`src/rtl/i2s_rx_axis_if.sv`:
```
//==============================================================================
// Module      : i2s_rx_axis_if
// Description : AXI-Stream sample channel (data/valid/ready/last) for the
//               I2S receiver output.
// Revision    : 1.0 - initial release
//==============================================================================
`default_nettype none

interface i2s_rx_axis_if #(
    parameter int DATA_WIDTH = 24
);
    logic [DATA_WIDTH-1:0] data;
    logic                  valid;
    logic                  ready;
    logic                  last;

    modport master (output data, output valid, output last, input ready);
    modport slave  (input data, input valid, input last, output ready);
endinterface

`default_nettype wire

```
`src/rtl/i2s_rx_axis.sv`:
```
//==============================================================================
// Module      : i2s_rx_axis
// Description : I2S line-in capture: generates MCLK/SCLK/LRCK, deserialises
//               24-bit stereo words and streams them out through a 2-deep FIFO.
// Revision    : 1.0 - initial release
//==============================================================================
`default_nettype none

module i2s_rx_axis #(
    parameter int DATA_WIDTH     = 24,
    parameter int SCLK_DIV_LOG2  = 3,
    parameter int SLOT_BITS_LOG2 = 5
) (
    input  wire logic        axis_clk,
    input  wire logic        reset,
    output logic             rx_mclk,
    output logic             rx_sclk,
    output logic             rx_lrck,
    input  wire logic        rx_sdin,
    i2s_rx_axis_if.master    m_axis,
    output logic             overrun
);

    localparam int c_CNT_W = SCLK_DIV_LOG2 + SLOT_BITS_LOG2 + 1;
    localparam logic [c_CNT_W-1:0]        c_CNT_ONE      = c_CNT_W'(1);
    // Strobe one cycle past the SCLK rising edge, i.e. mid SCLK-high.
    localparam logic [SCLK_DIV_LOG2-1:0]  c_STROBE_PHASE = SCLK_DIV_LOG2'((1 << (SCLK_DIV_LOG2 - 1)) + 1);
    localparam logic [SLOT_BITS_LOG2-1:0] c_FIRST_BIT    = SLOT_BITS_LOG2'(1);
    localparam logic [SLOT_BITS_LOG2-1:0] c_LAST_BIT     = SLOT_BITS_LOG2'(DATA_WIDTH);

    logic [c_CNT_W-1:0]    r_cnt;
    logic [DATA_WIDTH-1:0] r_sreg;
    logic                  r_pending;
    logic                  r_pend_last;
    logic [DATA_WIDTH:0]   r_mem [2];
    logic                  r_wr;
    logic                  r_rd;
    logic [1:0]            r_count;
    logic                  r_overrun;

    logic [SCLK_DIV_LOG2-1:0]  w_phase;
    logic [SLOT_BITS_LOG2-1:0] w_bit;
    logic                      w_ch;
    logic                      w_strobe;
    logic                      w_payload;
    logic                      w_word_done;
    logic                      w_bypass;
    logic                      w_full;
    logic                      w_valid;
    logic                      w_pop;
    logic                      w_store;
    logic                      w_consume;
    logic                      w_drop;

    assign w_phase     = r_cnt[SCLK_DIV_LOG2-1:0];
    assign w_bit       = r_cnt[c_CNT_W-2:SCLK_DIV_LOG2];
    assign w_ch        = r_cnt[c_CNT_W-1];
    assign w_strobe    = (w_phase == c_STROBE_PHASE);
    assign w_payload   = (w_bit >= c_FIRST_BIT) && (w_bit <= c_LAST_BIT);
    assign w_word_done = w_strobe && (w_bit == c_LAST_BIT);

    // A just-completed word is presented straight from the shift register
    // when the FIFO is empty, so it is visible in its push cycle.
    assign w_bypass  = (r_count == 2'd0);
    assign w_full    = (r_count == 2'd2);
    assign w_valid   = !w_bypass || r_pending;
    assign w_pop     = w_valid && m_axis.ready;
    assign w_store   = r_pending && !(w_bypass && w_pop) && (!w_full || w_pop);
    assign w_consume = w_pop && !w_bypass;
    assign w_drop    = r_pending && w_full && !w_pop;

    assign rx_mclk      = axis_clk;
    assign rx_sclk      = r_cnt[SCLK_DIV_LOG2-1];
    assign rx_lrck      = w_ch;
    assign m_axis.valid = w_valid;
    assign m_axis.data  = w_bypass ? r_sreg      : r_mem[r_rd][DATA_WIDTH-1:0];
    assign m_axis.last  = w_bypass ? r_pend_last : r_mem[r_rd][DATA_WIDTH];
    assign overrun      = r_overrun;

    always_ff @(posedge axis_clk) begin
        if (reset) begin
            r_cnt       <= '0;
            r_sreg      <= '0;
            r_pending   <= 1'b0;
            r_pend_last <= 1'b0;
            r_wr        <= 1'b0;
            r_rd        <= 1'b0;
            r_count     <= 2'd0;
            r_overrun   <= 1'b0;
        end else begin
            r_cnt       <= r_cnt + c_CNT_ONE;
            r_pending   <= w_word_done;
            r_pend_last <= w_ch;
            if (w_strobe && w_payload) begin
                r_sreg <= {r_sreg[DATA_WIDTH-2:0], rx_sdin};
            end
            if (w_store) begin
                r_mem[r_wr] <= {r_pend_last, r_sreg};
                r_wr        <= !r_wr;
            end
            if (w_consume) begin
                r_rd <= !r_rd;
            end
            r_count <= r_count + {1'b0, w_store} - {1'b0, w_consume};
            if (w_drop) begin
                r_overrun <= 1'b1;
            end
        end
    end

endmodule

`default_nettype wire

```
`src/flat_wrapper.sv`:
```
// flat-port wrapper written by rule: the top's interface ports become plain ports
module i2s_rx_axis_flat 
#(
    parameter int DATA_WIDTH     = 24,
    parameter int SCLK_DIV_LOG2  = 3,
    parameter int SLOT_BITS_LOG2 = 5
)
  (axis_clk, reset, rx_mclk, rx_sclk, rx_lrck, rx_sdin, overrun, m_axis_data, m_axis_valid, m_axis_last, m_axis_ready);
  i2s_rx_axis_if #(.DATA_WIDTH(DATA_WIDTH)) m_axis_i ();
  input  wire logic axis_clk;
  input  wire logic reset;
  output logic rx_mclk;
  output logic rx_sclk;
  output logic rx_lrck;
  input  wire logic rx_sdin;
  output logic overrun;
  output wire logic [$bits(m_axis_i.data)-1:0] m_axis_data;
  output wire logic [$bits(m_axis_i.valid)-1:0] m_axis_valid;
  output wire logic [$bits(m_axis_i.last)-1:0] m_axis_last;
  input wire logic [$bits(m_axis_i.ready)-1:0] m_axis_ready;
  assign m_axis_data = m_axis_i.data;
  assign m_axis_valid = m_axis_i.valid;
  assign m_axis_last = m_axis_i.last;
  assign m_axis_i.ready = m_axis_ready;
  i2s_rx_axis #(.DATA_WIDTH(DATA_WIDTH), .SCLK_DIV_LOG2(SCLK_DIV_LOG2), .SLOT_BITS_LOG2(SLOT_BITS_LOG2)) u_core (.axis_clk(axis_clk), .reset(reset), .rx_mclk(rx_mclk), .rx_sclk(rx_sclk), .rx_lrck(rx_lrck), .rx_sdin(rx_sdin), .m_axis(m_axis_i), .overrun(overrun));
endmodule
```
`config.mk`:
```
export PLATFORM = sky130hd
export DESIGN_NAME = i2s_rx_axis_flat
export DESIGN_NICKNAME = d
export VERILOG_FILES = /design/src/rtl/i2s_rx_axis_if.sv /design/src/rtl/i2s_rx_axis.sv /design/src/flat_wrapper.sv
export SDC_FILE = /design/constraint.sdc
export NUM_CORES = 1
export LEC_CHECK = 0
export CORE_MARGIN = 1
export CORE_UTILIZATION = 50
export CTS_CLUSTER_SIZE = 10
export DETAILED_ROUTE_END_ITERATION = 10
export PLACE_DENSITY = 0.71
export SLEW_MARGIN = 0
export SYNTH_ARGS = -nofsm -noshare
export SYNTH_HDL_FRONTEND = slang
export SYNTH_SLANG_ARGS = --single-unit
```
`constraint.sdc`:
```
create_clock -name axis_clk -period 6.1 [get_ports axis_clk]
set_input_delay 0.61 -clock axis_clk [delete_from_list [all_inputs] [get_ports axis_clk]]
set_output_delay 0.61 -clock axis_clk [all_outputs]
set_load 0.02 [all_outputs]
```
==> Yosys cells after proc, flatten, opt, wreduce, memory -nomap -nowiden <==
Memory sizes are Yosys's and may differ from the RTL's. A register that Yosys moved wholly into a read port is not among the register bits.
Index checks and enable logic that the tools add are counted.
{ "word_totals": {"register_bits": 40, "latchBits": 0, "mem_bits_rw": 50, "romBits": 0, "inputBits": 4, "output_inout_bits": 30, "n_memories": 1} }
{ "memory_table": {"columns": ["name", "depth", "width", "rd", "rd_clocked_by_memory_dff", "wr", "line", "rtl"], "rows": [
  ["u_core.r_mem", 2, 25, 1, 1, 1, "i2s_rx_axis.sv:35", "logic [DATA_WIDTH:0] r_mem [2];"]
]} }
{ "classes": {"addsub": 3, "mul": 0, "div_mod_pow": 0, "order_cmp": 2, "n_eq_ne": 3, "shifts": 0, "mux": 7, "bitwise_logic": 0, "n_reduce_logical": 19} }
{ "op_table": {"columns": ["cell", "n"], "rows": [
  ["2-to-1 mux 24 bit", 1],
  ["logical AND 1 bit", 10],
  ["adder 9 x 1 -> 9 bit (second input constant)", 1],
  ["logical NOT 1 bit", 6],
  ["2-to-1 mux 1 bit", 6],
  ["== test 5 bit (second input constant)", 1],
  [">= comparator 5 x 1 -> 1 bit (second input constant)", 1],
  ["<= comparator 5 bit (second input constant)", 1],
  ["== test 3 bit (second input constant)", 1],
  ["adder 2 x 1 -> 2 bit", 1],
  ["== test 2 bit (second input constant)", 1],
  ["logical NOT 2 bit", 1],
  ["logical OR 1 bit", 2],
  ["subtractor 2 x 1 -> 2 bit", 1]
]} }

==> Longest topological paths before layout <==
{ "logic_depth": {"word_depth": 11, "mapped_depth": 8} }

==> summary.md <==
| Metric | Value |
|---|---|
| Cell variety after synth | 29 |
| Cell repeated most along the worst path | clkbuf_8 |
| Syn_nets | 299 |
| Final setup margin | 1.69 ns |
| Cell taking the most area after synthesis | edfxtp_1 |
| Power Internal | 1.13 mW |
| Share of post-route cells with drive strength above 1 | 8.71% |
| Starting DRT DRC Count | 114 |
| Pwr Density | 357 nW/um2 |
| Sequential area share after synthesis | 63.6% |
| GP Congestion | 0.781 |
| Total grt overflow | 0 |
| Comb pwr share | 22.4% |
| #FFs+latches synth | 91 |
| Final Hold Vio Count | 0 |
| Hold_buf cts | 0 |
| Final #Nets | 335 |
| TritonRoute pass-1 iters | 4 |
| Seq pwr share | 42.3% |
| RSZ-0062 raised after global routing | no |
| Port Buf Inserts | 33 |
| Clk slew on worst S/H paths | 0.09 ns |
| Commonest non-fill, non-tap cell in the layout | edfxtp_1 |
| Worst Hold Class | flip-flop to flip-flop |
| Switching share of total power | 27.4% |
| Cell area after synthesis | 3650 um2 |
| Worst setup SP type | clock port |
| Final Routed Wirelength | 6070 um |
| Place WS | 1.93 ns |
| # diodes | 0 |
| Num ports | 34 |
| CTS tree | done |
| Worst path cell trace | clkbuf_8, clkbuf_8, clkdlybuf4s50_1 |
| DRC | 0 |
| Die area | 7650 um2 |
| Clock share of power | 35.3% |
| Status | finished, final reports clean |
| Slowest stage cell, crit path | clkdlybuf4s50_1 |
| Crit-path max FO | 2 |
| Hpwl dp | 3650 um |
| DRT antenna net count | 0 |
| Most frequent cells in the layout | 50 x edfxtp_1, 49 x mux2i_1, 41 x dfxtp_1, 39 x nor2_1, 33 x clkdlybuf4s50_1 |
| Switching pwr | 0.425 mW |
| Skew final | 0.00678 ns |
| Slowest stage delay, CP | 0.52 ns |
| Sum Neg Setup Slack | 0 ns |
| Core area | 6940 um2 |
| Slew HR | 24.2% |
| Maxcap violations | 0 |
| Syn avg cell area | 12.5 um2 |
| First-pass GRT wire length | 10100 um |
| Top cell type's share of synthesized area | 41.1% |
| CP endpoint kind | output pin |
| Slew Limit Fails | 0 |
| Overall Power | 1.55 mW |
| Slew @ Worst Pin | 1.13 ns |
| Critical Path RT | 5.49 ns |
| Critical path class | clock port to output pin |
| Synth area leaders | edfxtp_1 41%, dfxtp_1 22%, mux2i_1 13% |
| Vias/cell | 4.99 |
| Hold Slack | 0.466 ns |
| Die height | 87.5 um |
| Post-CTS Resized | 0 |
| Initial Utilization | 52.6% |
| Initial antenna violation count | 0 |
| Worst VDD drop | 0.322 mV |
| Pin count of the biggest net entering global routing | 52 |
| # setup viols final | 0 |
| Post-CTS Setup Bufs | 0 |
| Clock latency at the later pin of the worst-skew pair | 0.45 ns |
| Routed WL per cell | 14.2 um |
| Vias | 2140 |
| Warnings from Yosys | 0 |
| Vias in the first global route | 2153 |
| Leak | 1.44 nW |
| Area Overhead vs Synth | 19.1% |
| WP data arrival | 3.80 ns |
| Syn Inst Count | 292 |
| Num rows | 30 |
| Gr usage total | 17.7% |
| Die Width | 87.5 um |
-- cell usage after synthesis --
| library cell | number |
|---|---|
| nand2b_1 | 26 |
| nor2b_1 | 2 |
| or3_4 | 1 |
| mux2i_1 | 49 |
| nand3_1 | 3 |
| or2_2 | 1 |
| a31oi_1 | 1 |
| o31a_1 | 1 |
| nor4_1 | 1 |
| xnor2_1 | 7 |
| nor2_1 | 39 |
| a21oi_1 | 28 |
| ha_1 | 3 |
| nand2_1 | 4 |
| inv_1 | 2 |
| clkbuf_1 | 10 |
| nor3_1 | 3 |
| buf_2 | 3 |
| nor3b_1 | 1 |
| buf_4 | 1 |
| edfxtp_1 | 50 |
| nand4_1 | 1 |
| xor2_1 | 3 |
| o21ai_0 | 4 |
| or3_1 | 3 |
| dfxtp_1 | 41 |
| o31ai_4 | 1 |
| and2_1 | 1 |
| buf_6 | 2 |
-- final cells by class --
| type | count | area [um2] |
|---|---|---|
| flip-flops and latches | 91 | 2320 |
| inverters | 2 | 7.51 |
| multi-input cells | 183 | 1250 |
| fillers | 550 | 2590 |
| repair buffers | 37 | 358 |
| clock inverters | 7 | 116 |
| well taps | 96 | 120 |
| clock buffers | 13 | 175 |
-- worst max-delay path: cells and delay by family --
| family | cells | cell delay [ns] |
|---|---|---|
| buffers and inverters | 3 | 0.75 |
-- routing by layer --
layer  wire, um  part of all wire (%)  global-route usage (%)  up-vias
li1           -                     -                       -     1099
met1       2980                    49                    22.9      997
met2       2810                    46                    27.4       34
met3        156                   2.6                    3.70       10
met4        123                   2.0                    10.4        0
met5          0                     0                       0        -
-- registers in the layout (all words and copies together), names as in the netlist, named ones only --
| name | cells |
|---|---|
| u_core.overrun | 1 |
| u_core.r_cnt | 9 |
| u_core.r_rd | 1 |
| u_core.r_pend_last | 1 |
| u_core.r_count | 2 |
| u_core.r_wr | 1 |
| u_core.r_mem | 50 |
| u_core.r_sreg | 24 |
| u_core.r_pending | 1 |
-- stage by stage --
step	instance area, um2	instances	utilization, %
final	4350	429	62.6
after global routing	4350	429	62.6
after CTS	4350	429	62.6
after detailed placement	4070	410	58.6
after global placement	4070	410	58.6
after floorplan	3650	292	-
-- power by group through the flow --
| stage | clock [mW] | sequential, mW | combinational, mW |
|---|---|---|---|
| 2_1_floorplan | 0.0192 | 0.665 | 0.217 |
| 5_1_grt | 0.584 | 0.659 | 0.379 |
| 3_5_place_dp | 0.0220 | 0.671 | 0.351 |
| 3_3_place_gp | 0.0220 | 0.671 | 0.349 |
| 6_report | 0.548 | 0.657 | 0.348 |
| 4_1_cts | 0.556 | 0.657 | 0.353 |
-- cells by family (layout without fill, tap and decap cells) --
logic type / after synthesis / in the layout / share of synthesized area (%)
flops: 91 / 91 / 63.6
compound gates: 35 / 35 / 5.38
simple gates: 86 / 86 / 11.7
xor+xnor: 10 / 10 / 2.40
fa+ha+maj: 3 / 3 / 1.03
mux: 49 / 49 / 13.4
buf+inv: 18 / 59 / 2.47
-- path summary, 6_finish.rpt --
path / from / endpoint / slack, ns / depth (start not counted)
max: axis_clk / rx_mclk / 1.69 / 3
min: u_core.r_pend_last / u_core.r_mem[1][24] / 0.47 / 0
max reg2reg: u_core.r_count[1] / u_core.r_mem[1][18] / 3.68 / 4
min reg2reg: u_core.r_pend_last / u_core.r_mem[1][24] / 0.47 / 0
Power figures use the tool's default switching activity.
